### config.mk
export PLATFORM = sky130hd
export DESIGN_NAME = instr_fetch_flat
export DESIGN_NICKNAME = d
export VERILOG_FILES = /design/src/rtl/instr_fetch_if.sv /design/src/rtl/instr_fetch.sv /design/src/flat_wrapper.sv
export SDC_FILE = /design/constraint.sdc
export NUM_CORES = 1
export LEC_CHECK = 0
export CAP_MARGIN = 20
export CORE_ASPECT_RATIO = 0.7
export CORE_UTILIZATION = 30
export DETAILED_ROUTE_END_ITERATION = 10
export GPL_ROUTABILITY_DRIVEN = 0
export PLACE_DENSITY = 0.55
export REMOVE_ABC_BUFFERS = 1
export SLEW_MARGIN = 10
export SYNTH_ARGS = -nofsm -noshare
export SYNTH_HDL_FRONTEND = slang
export SYNTH_SLANG_ARGS = --single-unit
### constraint.sdc
create_clock -name i_clk -period 10.8 [get_ports i_clk]
set_clock_uncertainty 0.2 [all_clocks]
set_input_delay 2.16 -clock i_clk [delete_from_list [all_inputs] [get_ports i_clk]]
set_output_delay 2.16 -clock i_clk [all_outputs]
set_load 0.01 [all_outputs]
### src/rtl/instr_fetch_if.sv
// Handshake bundle of the fetch unit: PC input, instruction-memory request/response,
// decode-side output and flush. The fetch unit uses the slave view; its environment uses the master view.
interface instr_fetch_if;
   logic [31:0] pc_in;
   logic        pc_valid;
   logic        pc_ready;
   logic        imem_req_valid;
   logic        imem_req_ready;
   logic [31:0] imem_addr;
   logic        imem_rsp_valid;
   logic [31:0] imem_rsp_data;
   logic        inst_valid;
   logic        inst_ready;
   logic [31:0] inst_out;
   logic [31:0] inst_pc;
   logic        inst_misalign;
   logic        flush;

   modport slave (
      input  pc_in, pc_valid, imem_req_ready, imem_rsp_valid, imem_rsp_data, inst_ready, flush,
      output pc_ready, imem_req_valid, imem_addr, inst_valid, inst_out, inst_pc, inst_misalign
   );

   modport master (
      output pc_in, pc_valid, imem_req_ready, imem_rsp_valid, imem_rsp_data, inst_ready, flush,
      input  pc_ready, imem_req_valid, imem_addr, inst_valid, inst_out, inst_pc, inst_misalign
   );
endinterface

### src/rtl/instr_fetch.sv
// Instruction fetch unit: at most one instruction-memory read in flight, results queued in order
// toward decode. Misaligned PCs skip memory and enqueue a NOP tagged as misaligned.
module instr_fetch #(
   parameter int unsigned FIFO_DEPTH = 2,
   parameter logic [31:0] NOP_INSN   = 32'h00000013
) (
   input  logic         i_clk,
   input  logic         i_reset,
   instr_fetch_if.slave bus
);
   localparam int unsigned    PTR_W     = $clog2(FIFO_DEPTH);
   localparam logic [PTR_W:0] DEPTH_CNT = (PTR_W + 1)'(FIFO_DEPTH);

   typedef enum logic [1:0] {IDLE, REQ, WAIT, DROP} state_t;

   state_t           r_state;
   state_t           w_state_next;
   logic [31:0]      r_pc;
   logic             r_ready_en;
   logic [PTR_W-1:0] r_wr_ptr;
   logic [PTR_W-1:0] r_rd_ptr;
   logic [PTR_W:0]   r_count;
   logic [31:0]      r_fifo_insn [FIFO_DEPTH];
   logic [31:0]      r_fifo_pc   [FIFO_DEPTH];
   logic             r_fifo_mis  [FIFO_DEPTH];

   logic        w_pc_hs;
   logic        w_misaligned;
   logic        w_push_fetch;
   logic        w_push;
   logic        w_pop;
   logic        w_empty;
   logic [31:0] w_push_insn;
   logic [31:0] w_push_pc;

   // Only entered from IDLE, where nothing is in flight, so occupancy alone reserves the slot.
   assign bus.pc_ready = r_ready_en && (r_state == IDLE) && !bus.flush && (r_count < DEPTH_CNT);

   assign w_pc_hs      = bus.pc_valid & bus.pc_ready;
   assign w_misaligned = |bus.pc_in[1:0];
   assign w_push_fetch = (r_state == WAIT) & bus.imem_rsp_valid & ~bus.flush;
   assign w_push       = w_push_fetch | (w_pc_hs & w_misaligned);
   assign w_push_insn  = w_push_fetch ? bus.imem_rsp_data : NOP_INSN;
   assign w_push_pc    = w_push_fetch ? r_pc : bus.pc_in;
   assign w_empty      = (r_count == '0);
   assign w_pop        = ~w_empty & bus.inst_ready & ~bus.flush;

   assign bus.imem_req_valid = (r_state == REQ);
   assign bus.imem_addr      = r_pc;
   assign bus.inst_valid     = ~w_empty;
   assign bus.inst_out       = w_empty ? 32'h0 : r_fifo_insn[r_rd_ptr];
   assign bus.inst_pc        = w_empty ? 32'h0 : r_fifo_pc[r_rd_ptr];
   assign bus.inst_misalign  = w_empty ? 1'b0  : r_fifo_mis[r_rd_ptr];

   always_comb begin
      w_state_next = r_state;
      unique case (r_state)
         IDLE: begin
            if (w_pc_hs && !w_misaligned) w_state_next = REQ;
         end
         REQ: begin
            if (bus.flush)               w_state_next = bus.imem_req_ready ? DROP : IDLE;
            else if (bus.imem_req_ready) w_state_next = WAIT;
         end
         WAIT: begin
            if (bus.imem_rsp_valid) w_state_next = IDLE;
            else if (bus.flush)     w_state_next = DROP;
         end
         DROP: begin
            // The owed response retires the drop even under a new flush; nothing else is outstanding.
            if (bus.imem_rsp_valid) w_state_next = IDLE;
         end
         default: w_state_next = IDLE;
      endcase
   end

   always_ff @(posedge i_clk or negedge i_reset) begin
      if (!i_reset) begin
         r_state    <= IDLE;
         r_pc       <= '0;
         r_ready_en <= 1'b0;
         r_wr_ptr   <= '0;
         r_rd_ptr   <= '0;
         r_count    <= '0;
      end else begin
         r_state    <= w_state_next;
         r_ready_en <= 1'b1;
         if (w_pc_hs && !w_misaligned) r_pc <= bus.pc_in;
         if (bus.flush) begin
            r_wr_ptr <= '0;
            r_rd_ptr <= '0;
            r_count  <= '0;
         end else begin
            if (w_push) r_wr_ptr <= r_wr_ptr + 1'b1;
            if (w_pop)  r_rd_ptr <= r_rd_ptr + 1'b1;
            unique case ({w_push, w_pop})
               2'b10:   r_count <= r_count + 1'b1;
               2'b01:   r_count <= r_count - 1'b1;
               default: r_count <= r_count;
            endcase
         end
      end
   end

   // Storage needs no reset: the outputs are masked while the buffer is empty.
   always_ff @(posedge i_clk) begin
      if (w_push) begin
         r_fifo_insn[r_wr_ptr] <= w_push_insn;
         r_fifo_pc[r_wr_ptr]   <= w_push_pc;
         r_fifo_mis[r_wr_ptr]  <= ~w_push_fetch;
      end
   end
endmodule

### src/flat_wrapper.sv
// flat-port wrapper written by rule: the top's interface ports become plain ports
module instr_fetch_flat 
#(
   parameter int unsigned FIFO_DEPTH = 2,
   parameter logic [31:0] NOP_INSN   = 32'h00000013
)
  (i_clk, i_reset, bus_pc_in, bus_pc_valid, bus_imem_req_ready, bus_imem_rsp_valid, bus_imem_rsp_data, bus_inst_ready, bus_flush, bus_pc_ready, bus_imem_req_valid, bus_imem_addr, bus_inst_valid, bus_inst_out, bus_inst_pc, bus_inst_misalign);
  instr_fetch_if bus_i ();
  input  logic i_clk;
  input  logic i_reset;
  input wire logic [$bits(bus_i.pc_in)-1:0] bus_pc_in;
  input wire logic [$bits(bus_i.pc_valid)-1:0] bus_pc_valid;
  input wire logic [$bits(bus_i.imem_req_ready)-1:0] bus_imem_req_ready;
  input wire logic [$bits(bus_i.imem_rsp_valid)-1:0] bus_imem_rsp_valid;
  input wire logic [$bits(bus_i.imem_rsp_data)-1:0] bus_imem_rsp_data;
  input wire logic [$bits(bus_i.inst_ready)-1:0] bus_inst_ready;
  input wire logic [$bits(bus_i.flush)-1:0] bus_flush;
  output wire logic [$bits(bus_i.pc_ready)-1:0] bus_pc_ready;
  output wire logic [$bits(bus_i.imem_req_valid)-1:0] bus_imem_req_valid;
  output wire logic [$bits(bus_i.imem_addr)-1:0] bus_imem_addr;
  output wire logic [$bits(bus_i.inst_valid)-1:0] bus_inst_valid;
  output wire logic [$bits(bus_i.inst_out)-1:0] bus_inst_out;
  output wire logic [$bits(bus_i.inst_pc)-1:0] bus_inst_pc;
  output wire logic [$bits(bus_i.inst_misalign)-1:0] bus_inst_misalign;
  assign bus_i.pc_in = bus_pc_in;
  assign bus_i.pc_valid = bus_pc_valid;
  assign bus_i.imem_req_ready = bus_imem_req_ready;
  assign bus_i.imem_rsp_valid = bus_imem_rsp_valid;
  assign bus_i.imem_rsp_data = bus_imem_rsp_data;
  assign bus_i.inst_ready = bus_inst_ready;
  assign bus_i.flush = bus_flush;
  assign bus_pc_ready = bus_i.pc_ready;
  assign bus_imem_req_valid = bus_i.imem_req_valid;
  assign bus_imem_addr = bus_i.imem_addr;
  assign bus_inst_valid = bus_i.inst_valid;
  assign bus_inst_out = bus_i.inst_out;
  assign bus_inst_pc = bus_i.inst_pc;
  assign bus_inst_misalign = bus_i.inst_misalign;
  instr_fetch #(.FIFO_DEPTH(FIFO_DEPTH), .NOP_INSN(NOP_INSN)) u_core (.i_clk(i_clk), .i_reset(i_reset), .bus(bus_i));
endmodule
==> results_dict.tcl <==
set metrics [dict create \
    outcome "finished, final reports clean" \
    place.detailed.hpwl_mm 10.1 \
    number_of_cells_upsized_or_downsized_after_cts 0 \
    worst_r2r_path_depth 4 \
    post_synth_main_area_contributors "edfxtp_1 54%, dfrtp_1 14%, mux2i_1 9.1%" \
    clk-insertion-delay-late_ps 420 \
    fin_crit_share 0.577 \
    r2r_slack_ps 7560 \
    dieWidth_um 187 \
    synth.cell_area_um2 7170 \
    grt_pass1_vias 4473 \
    grt_overflow_total 0 \
    critPathBufInv 2 \
    worstSetupPathType "input pin to primary output" \
    ys_types 31 \
    finalHoldViolCount 0 \
    hold_path.startpoint "u_core.bus.imem_addr[1]" \
    synth_top_area_cell "edfxtp_1" \
    post-synth-top-area-fraction 0.545 \
    timing.rr.start "u_core.r_count[1]" \
    p_per_area_nw_per_um2 197 \
    synth_compound_area_frac 0.00786 \
    timing.hold.worst.class "flip-flop to flip-flop" \
    synth_sequential_area_ratio 0.681 \
    power_switching_share 0.263 \
    postSynthCellCount 458 \
    layout_setup_ws_ps 4570 \
    report.final.slew_viol_count 0 \
    cp.arrival_ps 3870 \
    pwr-share-comb 0.235 \
    syn_to_final_growth_pct 36.3 \
    cts_buffers 17 \
    unrepaired_setup_endpoints_after_global_routing "false" \
    sequentialPowerShare 0.453 \
    num_antenna_cells 0 \
    drive_gt1_frac 0.169 \
    timing.hold.worst_path_depth 1 \
    synthSimpleGateAreaFrac 0.0824 \
    num-nets-final 698 \
    clock_tree.buffer_depth 2 \
    synthAdderAreaFrac 0 \
    detail-route-antenna-nets 0 \
    vias 4207 \
    cts_tree "built" \
    holdPathEnd "u_core.bus.imem_addr[1]" \
    worst_slew_margin_relative_to_its_limit 0.381 \
    ys_warn_count 0 \
    yosys_register_bits 169 \
    totalPowerFinal_w 0.00192 \
    design.portCount 171 \
    htree_levels 4 \
    die_h_um 131 \
    period_needed_ps 6230 \
    cp_common_cell "clkdlybuf4s50_1" \
    worstMarginPinSlew_ps 928 \
    place_area_um2 9180 \
    portBuffers 170 \
    fmax_mhz 160 \
    wirelength_mm 16.3 \
    crit_path_end_kind "primary output" \
    cpMaxStageDelayCell "clkdlybuf4s50_1" \
    drt_drc_violations_left 0 \
    initialDrtViolationCount 208 \
    avgViaCountPerCell 4.42 \
    clkPwrFrac 0.312 \
    muxShareOfSynthArea 0.202 \
    reg2reg_capture_point "u_core.r_fifo_pc[0][10]" \
    rows 46 \
    parity_gate_share_of_the_synthesized_area_counting_xor_and_xnor_cells 0.00367 \
    worst_ir_drop_vdd_mv 0.102 \
    power.leakage_nw 3.39 \
    grt_antenna_before_repair 0 \
    core_area_um2 23000 \
    tns_ps 0 \
    switching_power_w 0.000506 \
    grt_first_pass_wirelength_mm 25.3 \
    finalSetupViolCount 0 \
    start_util 0.311 \
    crit_path_max_incr_delay_ps 590 \
    largest_family_of_logic_cells_by_synthesized_area "multiplexers" \
    drt-wirelength-per-cell_um 17.1 \
    cts_root_buf "clkbuf_16" \
    postSynthAreaPerCell_um2 15.6 \
    grt_max_degree 67 \
    critPathTopFamily "buffers and inverters" \
    timing.critical_path.required_ps 8440 \
    clk_transition_reported_paths_ps 60 \
    dr.pass1.iters 4 \
    critical_path_peak_fanout 9 \
    cts-hold-fix-buffers 0 \
    final_design_area_no_fill_um2 9770 \
    post-place-ws_ps 4530 \
    path_cells "clkdlybuf4s50_1 -> nor4_2 -> and2_2 -> clkdlybuf4s50_1" \
    cts_sinks 169 \
    max_cap_viol_count 0 \
    overall_global_routing_resource_usage 0.135 \
    timing.critical_path.from_type "input pin" \
    design.die.area_um2 24500 \
    p_int_w 0.00142 \
    cts.repair_timing.setup_buffer_count 0 \
]
worst max-delay path by stage:
| stage | slack, ps | startpoint | to | cells after the start |
|---|---|---|---|---|
| final | 4570 | bus_flush | bus_pc_ready | 4 |
| after global routing | 4480 | bus_flush | bus_pc_ready | 4 |
| after CTS | 4540 | bus_flush | bus_pc_ready | 4 |
| after detailed placement | 4530 | bus_flush | bus_pc_ready | 4 |
| after global placement | 4560 | bus_flush | bus_pc_ready | 4 |
| after floorplan | 3820 | bus_flush | u_core.r_fifo_insn[1][0] | 3 |
cells by family after synthesis:
logic type             count (synthesis)
flip-flops                           169
multiplexers                         127
AND/OR/NAND/NOR                      120
buffers and inverters                 31
AO/OA/AOI/OAI                          7
XOR/XNOR                               3
other                                  1
final cells by class:
type	count	area (um2)
fill	2120	13300
tap	312	390
clock inverter	15	146
sequential	169	4880
inverter	5	18.8
timing repair buffer	176	1750
multi-input combinational	258	2150
clock buffer	17	425
worst register-to-register path, stage by stage, from the launching register on:
cell	delay (ps)
dfrtp_1	470
nor4_2	310
a41oi_1	430
nor2_4	850
buf_4	590
power by group through the flow:
stage	Sequential, W	Combinational (W)	Clock (W)
finish	0.000871	0.000452	0.000600
global route	0.000884	0.000484	0.000641
CTS	0.000871	0.000458	0.000617
detailed placement	0.000883	0.000456	0
global placement	0.000878	0.000450	0
floorplan	0.000901	0.000194	0
routing by layer:
layer | global-route usage | vias up | part of all wire
met5 | 0 | - | 0
met4 | 0.0287 | 0 | 0.0055
met3 | 0.0449 | 9 | 0.059
met2 | 0.195 | 135 | 0.43
met1 | 0.194 | 2073 | 0.51
li1 | - | 1990 | -
through the flow:
step	instances	utilization	hold slack [ps]
2_1_floorplan	432	-	333
3_3_place_gp	919	0.399	294
3_5_place_dp	919	0.399	315
4_1_cts	951	0.423	334
5_1_grt	952	0.424	350
6_report	952	0.424	328
placed cells by master (no fill, tap or decap), types with 3 or more instances in the layout:
cell type,n
clkdlybuf4s50_1,169
edfxtp_1,130
nor2_1,69
mux2i_1,65
dfrtp_1,38
mux2_2,35
and2_1,31
mux2_4,27
clkbuf_16,17
inv_1,5
buf_4,5
nor2b_1,4
inv_6,4
nand2b_1,3
nand2_1,3
clkinv_1,3
clkinv_2,3
synthesized netlist by cell type (all sizes together):
| library cell | instances |
|---|---|
| xnor2 | 2 |
| and2 | 32 |
| mux2i | 65 |
| o21ai | 2 |
| nor3b | 1 |
| a32o | 1 |
| nand2 | 3 |
| conb | 1 |
| a21oi | 1 |
| and4bb | 1 |
| nor4 | 1 |
| xor2 | 1 |
| nor2 | 71 |
| buf | 16 |
| o31ai | 1 |
| a41oi | 1 |
| or2 | 1 |
| clkbuf | 10 |
| nand3 | 1 |
| inv | 5 |
| a221oi | 1 |
| nor2b | 5 |
| dfrtp | 39 |
| nor3 | 1 |
| nand2b | 3 |
| edfxtp | 130 |
| mux2 | 62 |
registers in the layout, summed over array words and instances (netlist names):
signal and cells:
u_core.bus.imem_addr 32, u_core.r_count 2, u_core.r_fifo_insn 64, u_core.r_fifo_mis 2, u_core.r_fifo_pc 64, u_core.r_rd_ptr 1, u_core.r_ready_en 1, u_core.r_state 2
u_core.r_wr_ptr 1
Power figures use the tool's default switching activity.
